## src/rtl/uart_rx.sv

```systemverilog
`timescale 1ns/1ps
`default_nettype none
// ============================================================================
//  Module   : uart_rx
//  Purpose  : Oversampling UART receiver. The oversample ratio (x4/x8/x16/x32)
//             and the frame format (5..8 data bits, optional even parity) are
//             latched at the start of each frame. Bits are sampled at mid-bit.
//             Each completed frame produces a one-cycle RX_DONE pulse together
//             with the received word and the parity and framing error flags.
//  Ports    : SCLK    - system clock, rising edge
//             SCLR_N  - asynchronous active-low reset
//             BTICK   - oversample enable, one SCLK-wide pulse per period
//             SAMP    - oversample select (00=x4, 01=x8, 10=x16, 11=x32)
//             UMODE   - [2:1] data bits (00=5..11=8), [0] parity present
//             RX      - serial line, idle high, LSB first
//             RX_DATA - last received word, unused upper bits read 0
//             RX_DONE - one-cycle pulse per completed frame
//             PAR_ERR - parity mismatch on the last frame
//             FRM_ERR - stop bit sampled low on the last frame
//  Revision : 1.0 - initial release
// ============================================================================
module uart_rx (
    input  logic       SCLK,
    input  logic       SCLR_N,
    input  logic       BTICK,
    input  logic [1:0] SAMP,
    input  logic [2:0] UMODE,
    input  logic       RX,
    output logic [7:0] RX_DATA,
    output logic       RX_DONE,
    output logic       PAR_ERR,
    output logic       FRM_ERR
);

    localparam logic [2:0] S_IDLE   = 3'd0;
    localparam logic [2:0] S_START  = 3'd1;
    localparam logic [2:0] S_DATA   = 3'd2;
    localparam logic [2:0] S_PARITY = 3'd3;
    localparam logic [2:0] S_STOP   = 3'd4;
    localparam logic [2:0] S_WAITHI = 3'd5;

    logic       rx_meta;
    logic       rxs;
    logic [2:0] state;
    logic [4:0] cnt;
    logic [2:0] bit_idx;
    logic [1:0] samp_l;
    logic [2:0] umode_l;
    logic [7:0] shreg;
    logic       par_bit;

    logic [4:0] max_cnt;
    logic [4:0] half_cnt;
    logic [2:0] last_idx;
    logic       at_max;

    // Last tick index inside one bit period for the latched oversample ratio.
    always_comb begin
        max_cnt = 5'd3;
        case (samp_l)
            2'b00:   max_cnt = 5'd3;
            2'b01:   max_cnt = 5'd7;
            2'b10:   max_cnt = 5'd15;
            default: max_cnt = 5'd31;
        endcase
    end

    assign half_cnt = max_cnt >> 1;
    // Data bits are 5 + UMODE[2:1], so the last index is 4 + UMODE[2:1].
    assign last_idx = {1'b0, umode_l[2:1]} + 3'd4;
    assign at_max   = (cnt == max_cnt);

    // Two-flop synchronizer; resets to the idle (high) line level.
    always_ff @(posedge SCLK or negedge SCLR_N) begin
        if (!SCLR_N) begin
            rx_meta <= 1'b1;
            rxs     <= 1'b1;
        end else begin
            rx_meta <= RX;
            rxs     <= rx_meta;
        end
    end

    always_ff @(posedge SCLK or negedge SCLR_N) begin
        if (!SCLR_N) begin
            state   <= S_IDLE;
            cnt     <= 5'd0;
            bit_idx <= 3'd0;
            samp_l  <= 2'b00;
            umode_l <= 3'b000;
            shreg   <= 8'h00;
            par_bit <= 1'b0;
            RX_DATA <= 8'h00;
            RX_DONE <= 1'b0;
            PAR_ERR <= 1'b0;
            FRM_ERR <= 1'b0;
        end else begin
            RX_DONE <= 1'b0;
            if (BTICK) begin
                case (state)
                    S_IDLE: begin
                        if (!rxs) begin
                            cnt     <= 5'd0;
                            bit_idx <= 3'd0;
                            samp_l  <= SAMP;
                            umode_l <= UMODE;
                            // Cleared so bits above the data width read 0.
                            shreg   <= 8'h00;
                            par_bit <= 1'b0;
                            state   <= S_START;
                        end
                    end
                    S_START: begin
                        if (cnt == half_cnt) begin
                            cnt     <= 5'd0;
                            bit_idx <= 3'd0;
                            // A line back high at mid-start is a glitch.
                            state   <= rxs ? S_IDLE : S_DATA;
                        end else begin
                            cnt <= cnt + 5'd1;
                        end
                    end
                    S_DATA: begin
                        if (at_max) begin
                            shreg[bit_idx] <= rxs;
                            cnt            <= 5'd0;
                            bit_idx        <= bit_idx + 3'd1;
                            if (bit_idx == last_idx) begin
                                state <= umode_l[0] ? S_PARITY : S_STOP;
                            end
                        end else begin
                            cnt <= cnt + 5'd1;
                        end
                    end
                    S_PARITY: begin
                        if (at_max) begin
                            par_bit <= rxs;
                            cnt     <= 5'd0;
                            state   <= S_STOP;
                        end else begin
                            cnt <= cnt + 5'd1;
                        end
                    end
                    S_STOP: begin
                        if (at_max) begin
                            cnt     <= 5'd0;
                            RX_DATA <= shreg;
                            // Even parity over the data bits; unused bits are 0.
                            PAR_ERR <= umode_l[0] & (par_bit ^ (^shreg));
                            FRM_ERR <= ~rxs;
                            RX_DONE <= 1'b1;
                            // A low stop bit means a break: wait for the line
                            // to return high before looking for a new start.
                            state   <= rxs ? S_IDLE : S_WAITHI;
                        end else begin
                            cnt <= cnt + 5'd1;
                        end
                    end
                    S_WAITHI: begin
                        if (rxs) begin
                            state <= S_IDLE;
                        end
                    end
                    default: begin
                        state <= S_IDLE;
                        cnt   <= 5'd0;
                    end
                endcase
            end
        end
    end

endmodule
`default_nettype wire

```

## config.mk

```make
export PLATFORM = sky130hd
export DESIGN_NAME = uart_rx
export DESIGN_NICKNAME = d
export VERILOG_FILES = /design/src/rtl/uart_rx.sv
export SDC_FILE = /design/constraint.sdc
export NUM_CORES = 1
export LEC_CHECK = 0
export ABC_AREA = 1
export CORE_MARGIN = 4
export CORE_UTILIZATION = 40
export CTS_CLUSTER_DIAMETER = 120
export DETAILED_ROUTE_END_ITERATION = 10
export SLEW_MARGIN = 20
export SYNTH_ARGS = -nofsm -noshare
export SYNTH_HDL_FRONTEND = slang
export SYNTH_SLANG_ARGS = --single-unit
```

## constraint.sdc

```tcl
create_clock -name SCLK -period 4.61 [get_ports SCLK]
set_clock_uncertainty 0.2 [all_clocks]
set_input_delay 0.461 -clock SCLK [delete_from_list [all_inputs] [get_ports SCLK]]
set_output_delay 0.461 -clock SCLK [all_outputs]
set_load 0.05 [all_outputs]
```

## Word level (Yosys, flattened, before mapping)

Index checks and enable logic that the tools add are counted.

| word-level totals | value |
|---|---|
| register bits | 38 |
| word-level logic and storage cells | 86 |
| bits of input ports | 9 |

| cells by class | value |
|---|---|
| eq/ne operators | 17 |
| reductions and logical operators | 15 |
| $lt $le $gt $ge | 2 |
| multiplexer cells | 32 |
| bitwise gates (word level) | 4 |
| add/sub/neg operators | 3 |

Operators with widths:

| kind | number |
|---|---|
| 3-bit 2-to-1 mux | 12 |
| 5-bit one-hot mux with 4 select lines | 1 |
| 3-bit one-hot mux with 6 select lines | 1 |
| 8-bit 2-to-1 mux | 2 |
| 8-bit one-hot mux with 2 select lines | 1 |
| 5-bit 2-to-1 mux | 3 |
| 5-bit one-hot mux with 3 select lines | 1 |
| 2-bit != test, second input constant | 7 |
| 3-bit one-hot mux with 3 select lines | 1 |
| 3-bit AND reduction | 3 |
| 8-bit bitwise mux | 1 |
| 4-bit AND reduction | 2 |
| 8-bit AND reduction | 1 |
| 8-bit XOR reduction | 1 |
| 3-bit by 2-bit == test with 1-bit output, second input constant | 2 |
| 3-bit == test, second input constant | 2 |
| 1-bit 2-to-1 mux | 6 |
| 5-bit by 1-bit adder with 5-bit output, second input constant | 1 |
| 5-bit by 4-bit == test with 1-bit output | 1 |
| 5-bit == test | 1 |
| 5-bit AND reduction | 1 |
| 3-bit by 4-bit less-than comparator with 1-bit output, second input constant | 1 |
| 2-bit nonzero test | 2 |
| 2-bit by 3-bit adder with 3-bit output, second input constant | 1 |
| other kinds (17) | 18 |

## Longest topological paths before layout

Gate-level depths: netlist of run 1.

| depth | value |
|---|---|
| word-level depth | 7 |
| mapped depth | 10 |

## Least setup slack after synthesis of run 1

No wires, ideal clock.

| timing | value |
|---|---|
| path kind | register to register |
| start point | register rxs |
| end point | register samp_l[0] |
| path slack | 3.006 ns |
| required time | 4.285 ns |
| stages on the path, launching flop included | 5 |
| arrival time | 1.280 ns |
| cell sequence | dfstp_2 > inv_1 > clkbuf_1 > nand3_2 > mux2_2 |

| between the ends | value |
|---|---|
| longest elaborated chain between the ends | 2 |

Ends and longest elaborated chain:

| what | RTL line | text |
|---|---|---|
| start: declaration | 43 | `logic rxs;` |
| start signal: assignment | 80 | `rxs <= rx_meta;` |
| 1-bit NOT (no line) | n/a |  |
| 3-bit AND reduction (no line) | n/a |  |
| end signal: assignment | 89 | `samp_l <= 2'b00;` |
| end signal: assignment | 105 | `samp_l <= SAMP;` |
| end: declaration | 47 | `logic [1:0] samp_l;` |

Every way passes these cells.
A chain may end at the register's enable or synchronous reset.

## Worst setup path after layout of run 1

| timing | value |
|---|---|
| start point | input port BTICK |
| end point | register bit_idx[0] |

| between the ends | value |
|---|---|
| longest elaborated chain between the ends | 1 |

Ends and longest elaborated chain:

| what | RTL line | text |
|---|---|---|
| start: declaration | 25 | `input logic BTICK,` |
| 5-bit AND reduction (no line) | n/a |  |
| end signal: assignment | 127 | `bit_idx <= bit_idx + 3'd1;` |
| end: declaration | 46 | `logic [2:0] bit_idx;` |

Every way passes these cells.

==> summary.md, run 1 <==
| Metric | Value |
|---|---|
| Status | `completed` |
| CP endpoint kind | `flip-flop` |
| CTS max path bufs | `2` |
| First-pass GRT wire length | `8270 um` |
| Mean Syn Cell Area | `7.51 um2` |
| Sw power | `roughly 550 uW` |
| CP max FO | `13` |
| Worst hold margin | `67.2 ps` |
| PortBufs | `19` |
| Worst-skew pair later-pin latency | `290 ps` |
| RSZ-0062 raised after global routing | `no` |
| Max IR drop VDD | `0.292 mV` |
| Yosys cell types | `30` |
| RePlAce Congestion | `0.882` |
| #FFs+latches synth | `38` |
| Final instance area | `2620 um2` |
| Sequential power share | `0.351` |
| Initial core utilization | `0.412` |
| GRT Total Usage | `0.144` |
| Setup crit start kind | `input pin` |
| Cells after Synth | `302` |
| Final setup violating endpoints | `0` |
| Die area | `6940 um2` |
| CTS tree | `yes` |
| Largest family of logic cells by synthesized area | `simple AND/OR/NAND/NOR gates` |
| Setup Total Neg Slack | `0 ps` |
| Fin. Hold Viols | `0` |
| Via density | `4.96` |
| Met3 wire length | `222 um` |
| HPWL Detailed | `roughly 3400 um` |
| R2R depth | `7` |
| Tmin final | `2350 ps` |
| Max_cap viols | `0` |
| Total power draw | `1330 uW` |
| Placed instance area | `2480 um2` |
| Internal power | `776 uW` |
| R2r setup slk | `2440 ps` |
| Clock Power Share | `0.258` |
| Req. time, crit path | `between 4000 and 5000 ps` |
| Initial antenna violation count | `0` |
| Synth Area in Compound Gates | `0.0419` |
| Post-layout nets | `328` |
| Xor/xnor share of the synthesized area | `0.0502` |
| DR WL/cell | `12.1 um` |
| CTS Root Cell | `clkbuf_8` |
| Htree depth | `2` |
| Area grow syn2layout | `15.3%` |
| Ys Warns | `0` |
| Simple-gate share of the synthesized area | `0.386` |
| Synth Area in Adders | `0.0110` |
| Fin. max-slew vios | `0` |
| Comb pwr share | `0.391` |
| Resized cells post-CTS | `0` |
| R2R Path End | `shreg[6]$_DFFE_PN0P_` |
| Pre-Repair DR Iteration Count | `4` |
| Share of cells above drive strength 1 | `0.0912` |
| Overflow after GRT | `0` |
| Hold_buf cts | `0` |
| Switching share of power | `0.416` |
| Pleak | `0.00130 uW` |
| Diode count | `0` |
| Multiplexer share of the synthesized area | `0.0149` |
| Syn_nets | `313` |
| WL met2 | `2130 um` |
| Die height | `between 80 and 90 um` |
| Top sig layer | `met4` |
| Post-layout util | `0.475` |
| Met1 WL | `2300 um` |
| Routed WL | `4710 um` |
| Site row count | `27` |
| Slew @ Worst Pin | `~840 ps` |
| Postcts setup bufs | `0` |
| FF-to-FF Start | `state[2]$_DFFE_PN0P_` |
| Critical path type | `in2reg` |
| Worst-path clk slew | `approximately 80 ps` |
| Largest net degree at the start of global routing | `39` |
| Cell area power density | `508 nW/um2` |
| IO Count | `20` |
| Vias | `1936` |
| Drt initial violations | `~140` |
| Mapped cell area | `2270 um2` |
| Register area share after synthesis | `0.420` |
| CORE AREA | `5510 um2` |
| Residual DRC count | `0` |
| Die Wd | `83.3 um` |
| Filler instances | `560` |
| Final ANT Viol Nets | `0` |
| Hold crit path type | `in2async` |
| CTS Sinks | `38` |
| Vias in the first global route | `1772` |
| Max_slew headroom | `0.441` |
| Crit share post-route | `0.510` |
| Fmax | `between 0.4 and 0.5 GHz` |
| CP arrival | `2340 ps` |
| Total CTS buffers | `5` |
## registers in the layout, indices dropped and copies added, names as in the netlist
name and count:
FRM_ERR 1, cnt 5, state 3, RX_DONE 1, RX_DATA 8, samp_l 2, PAR_ERR 1, bit_idx 3
par_bit 1, umode_l 3, shreg 8, rxs 1, rx_meta 1
## critical path: stages
cell and delay, ps:
clkdlybuf4s50_1 550, inv_1 70, a31oi_2 520, inv_1 160, a21oi_4 310, nand2_1 140
nand2_1 80, nand2_1 50
## power by group through the flow
stage	logic, uW	registers [uW]	clock network, uW
finish	519	466	342
global route	601	478	369
CTS	520	467	354
detailed placement	518	472	0
global placement	513	472	0
floorplan	462	440	0
## synthesized netlist by cell type (all sizes together)
master	n	area, um2
a21oi	5	40.0
a31oi	1	12.5
buf	6	47.5
clkbuf	5	18.8
clkinv	1	3.75
dfrtp	36	901
dfstp	2	52.6
ha	2	25.0
inv	27	101
mux2	3	33.8
nand2	114	438
nand3	32	170
nand3b	2	15.0
nand4	22	138
nor2	14	70.1
nor3	9	45.0
o211ai	1	7.51
o21ai	7	35.0
xnor2	7	61.3
xor2	6	52.6
## metal layers
layer	track usage	up-vias
li1	-	1016
met1	0.199	877
met2	0.225	37
met3	0.0248	6
met4	0.0535	0
met5	0	-
## cells by family (layout without fill, tap and decap cells)
family	after synthesis	in the layout
muxes	3	3
buffers and inverters	39	55
AOI/OAI and AO/OA	14	14
DFF	38	38
xor gates and xnor gates	13	13
adders and majority gates	2	2
and+or+nand+nor	193	193
## cell type report
class                   instances  area [um2]  area share
multi-input cells             225        1140       0.437
flip-flops and latches         38         953       0.365
repair buffers                 19         185      0.0708
inverters                      28         105      0.0402
well taps                      72        90.1      0.0344
clock buffers                   5        68.8      0.0263
clock inverters                 3        68.8      0.0263
## cell usage in the layout, fill, tap and decap left out, types with 3 or more instances in the layout
cell	instances
nor2_1	11
xor2_1	6
nand4_1	22
nand2_1	110
clkbuf_8	5
o21ai_0	6
xnor2_1	7
inv_1	24
dfrtp_1	36
nand3_1	30
clkdlybuf4s50_1	18
nor3_1	9
a21oi_1	3
inv_2	3
nand2_2	4
mux2_2	3
## metrics by stage
step,setup slack [ps],std cells
after floorplan,3010,302
after global placement,2000,382
after detailed placement,1980,382
after CTS,2290,390
after global routing,2040,390
final,2260,390
## worst max-delay path by stage
| stage | startpoint | to | cells past startpoint |
|---|---|---|---|
| 2_1_floorplan | rxs$_DFF_PN1_ | samp_l[0]$_DFFE_PN0P_ | 4 |
| 3_3_place_gp | BTICK | bit_idx[0]$_DFFE_PN0P_ | 8 |
| 3_5_place_dp | BTICK | bit_idx[0]$_DFFE_PN0P_ | 8 |
| 4_1_cts | BTICK | bit_idx[0]$_DFFE_PN0P_ | 8 |
| 5_1_grt | BTICK | bit_idx[0]$_DFFE_PN0P_ | 8 |
| 6_report | BTICK | bit_idx[0]$_DFFE_PN0P_ | 8 |
(Power assumes the default switching activity.)
==> run 2, diff against run 1 <==
==> constraint.sdc (replaced) <==
create_clock -name SCLK -period 2.2 [get_ports SCLK]
set_clock_uncertainty 0.2 [all_clocks]
set_input_delay 0.22 -clock SCLK [delete_from_list [all_inputs] [get_ports SCLK]]
set_output_delay 0.22 -clock SCLK [all_outputs]
set_load 0.05 [all_outputs]
==> run 2 against run 1 <==
  * First-iteration DRC count is 5.6% lower
  * Clock power is 110% higher
  * Largest cell class unchanged
  * Sequential power is 110% higher
  * Via count is 2.1% higher
  * Largest power group unchanged
  * Combinational power is 120% higher
==> summary.md, run 2 (synthesis results as in run 1) <==
| Metric | Value |
|---|---|
| Setup crit start kind | `flip-flop` |
| Postcts setup bufs | `0 (unchanged)` |
| CTS Sinks | `38 (unchanged)` |
| DR WL/cell | `12.1 um (about the same)` |
| Final ANT Viol Nets | `0 (unchanged)` |
| Max IR drop VDD | `0.406 mV (+39%)` |
| Worst-skew pair later-pin latency | `290 ps (about the same)` |
| CP arrival | `1460 ps (-880 ps)` |
| Cell area power density | `1060 nW/um2 (+110%)` |
| Worst hold margin | `134 ps (+66.7 ps)` |
| Site row count | `27 (unchanged)` |
| Worst path max stage delay | `810 ps (+260 ps)` |
| Routed WL | `4790 um (+1.7%)` |
| Req. time, crit path | `1780 ps (-2820 ps)` |
| Clock Power Share | `0.253 (-0.005)` |
| Pleak | `0.00133 uW (+2.5%)` |
| First-pass GRT wire length | `8400 um (+1.5%)` |
| Filler instances | `537 (-4.1%)` |
| Most frequent cells in the layout | `110 x nand2_1, 36 x dfrtp_1, 30 x nand3_1, 24 x inv_1, 22 x nand4_1` |
| CORE AREA | `5510 um2 (unchanged)` |
| Worst-path clk slew | `80 ps (about the same)` |
| Pre-Repair DR Iteration Count | `4 (unchanged)` |
| CTS Root Cell | `clkbuf_8` |
| Most common cell after layout, fill and taps aside | `nand2_1` |
| Fin. max-slew vios | `0 (unchanged)` |
| Drt initial violations | `136 (-5.6%)` |
| Slew @ Worst Pin | `494 ps (-343 ps)` |
| HPWL Detailed | `3690 um (+7.9%)` |
| Vias in the first global route | `1792 (+1.1%)` |
| Switching share of power | `0.414 (-0.00205)` |
| Initial core utilization | `0.412 (unchanged)` |
| CTS max path bufs | `2 (unchanged)` |
| Slowest cell on the critical path | `clkdlybuf4s50_1` |
| Tmin final | `roughly 1900 ps` |
| Overflow after GRT | `0 (unchanged)` |
| Htree depth | `2 (unchanged)` |
| Share of cells above drive strength 1 | `0.108 (+0.0165)` |
| Internal power | `1660 uW (+110%)` |
| Fin. Hold Viols | `0 (unchanged)` |
| CTS tree | `yes` |
| Area grow syn2layout | `17.7%` |
| RSZ-0062 raised after global routing | `no` |
| Sw power | `1170 uW (+110%)` |
| Setup Total Neg Slack | `0 ps (unchanged)` |
| GRT Total Usage | `0.146 (+0.00226)` |
| CP delay by family, top | `buffers and inverters` |
| Initial antenna violation count | `0 (unchanged)` |
| CP max FO | `2 (-11)` |
| Comb pwr share | `0.402 (+0.011)` |
| CP endpoint kind | `output pin` |
| Fmax | `0.532 GHz` |
| Max_slew headroom | `0.669 (+0.228)` |
| Die Wd | `83.3 um (unchanged)` |
| Crit share post-route | `0.854` |
| CP bufs+invs | `1 (-2)` |
| Final setup violating endpoints | `0 (unchanged)` |
| Die area | `6940 um2 (unchanged)` |
| Biggest regs | `RX_DATA: 8 flops, shreg: 8 flops, cnt: 5 flops` |
| Die height | `83.3 um (unchanged)` |
| Cells after DPL | `388 (+1.6%)` |
| Status | `completed` |
| Total power draw | `2830 uW (+110%)` |
| Sequential power share | `0.345 (-0.006)` |
| Diode count | `0 (unchanged)` |
| Critical path type | `reg2out` |
| Max_cap viols | `0 (unchanged)` |
| IO Count | `20 (unchanged)` |
| Hold crit path type | `in2reg` |
| Post-layout nets | `335 (+2.1%)` |
| Vias | `1977 (+2.1%)` |
| Total CTS buffers | `5 (unchanged)` |
| RePlAce Congestion | `0.855 (-3.1%)` |
| Via density | `4.98 (+0.32%)` |
| CP Cell Sequence | `clkdlybuf4s50_1` |
| Residual DRC count | `0 (unchanged)` |
| PortBufs | `19 (unchanged)` |
| Largest net degree at the start of global routing | `18 (-54%)` |
| Post-route insts no fill | `397 (+1.8%)` |
[run 2: routing by layer]
layer	GRT usage	wire length, um
met1	0.197	2340
met2	0.230	2160
met3	0.0377	236
met4	0.0431	57
met5	0	0
[run 2: layout make-up]
| type | count | area, um2 | share of cell area |
|---|---|---|---|
| inverters | 28 | 105 | 0.0394 |
| repair buffers | 26 | 240 | 0.0900 |
| well taps | 72 | 90.1 | 0.0337 |
| multi-input cells | 225 | 1140 | 0.428 |
| clock inverters | 3 | 68.8 | 0.0258 |
| flip-flops and latches | 38 | 953 | 0.357 |
| clock buffers | 5 | 68.8 | 0.0258 |
[run 2: power by group through the flow]
| stage | sequential, uW | combinational [uW] | clock (uW) |
|---|---|---|---|
| 2_1_floorplan | 923 | 968 | 0 |
| 3_3_place_gp | 990 | 1130 | 0 |
| 3_5_place_dp | 988 | 1140 | 0 |
| 4_1_cts | 976 | 1150 | 744 |
| 5_1_grt | 995 | 1320 | 771 |
| 6_report | 977 | 1140 | 716 |
[run 2: timing repair]
action                    4_1_cts  5_1_grt
hold buffers                    1        0
hold endpoints to repair       15        0
gates resized for setup         0        0
[run 2: per-stage QoR]
step | worst slack [ps] | area [um2] | utilization
floorplan | 596 | 2270 | -
global placement | 249 | 2520 | 0.458
detailed placement | 195 | 2520 | 0.458
CTS | 307 | 2670 | 0.485
global route | 159 | 2670 | 0.485
finish | 322 | 2670 | 0.485
[run 2: worst paths after layout]
path / from / endpoint / slack (ps) / cells past startpoint
max: RX_DATA[5]$_DFFE_PN0P_ / RX_DATA[5] / 320 / 1
min reg2reg: rx_meta$_DFF_PN1_ / rxs$_DFF_PN1_ / 150 / 0
min in group asynchronous: SCLR_N / PAR_ERR$_DFFE_PN0P_ / 170 / 2
max in group asynchronous: SCLR_N / rx_meta$_DFF_PN1_ / 1060 / 3
max reg2reg: samp_l[0]$_DFFE_PN0P_ / cnt[2]$_DFFE_PN0P_ / 340 / 7
min: RX / rx_meta$_DFF_PN1_ / 130 / 1
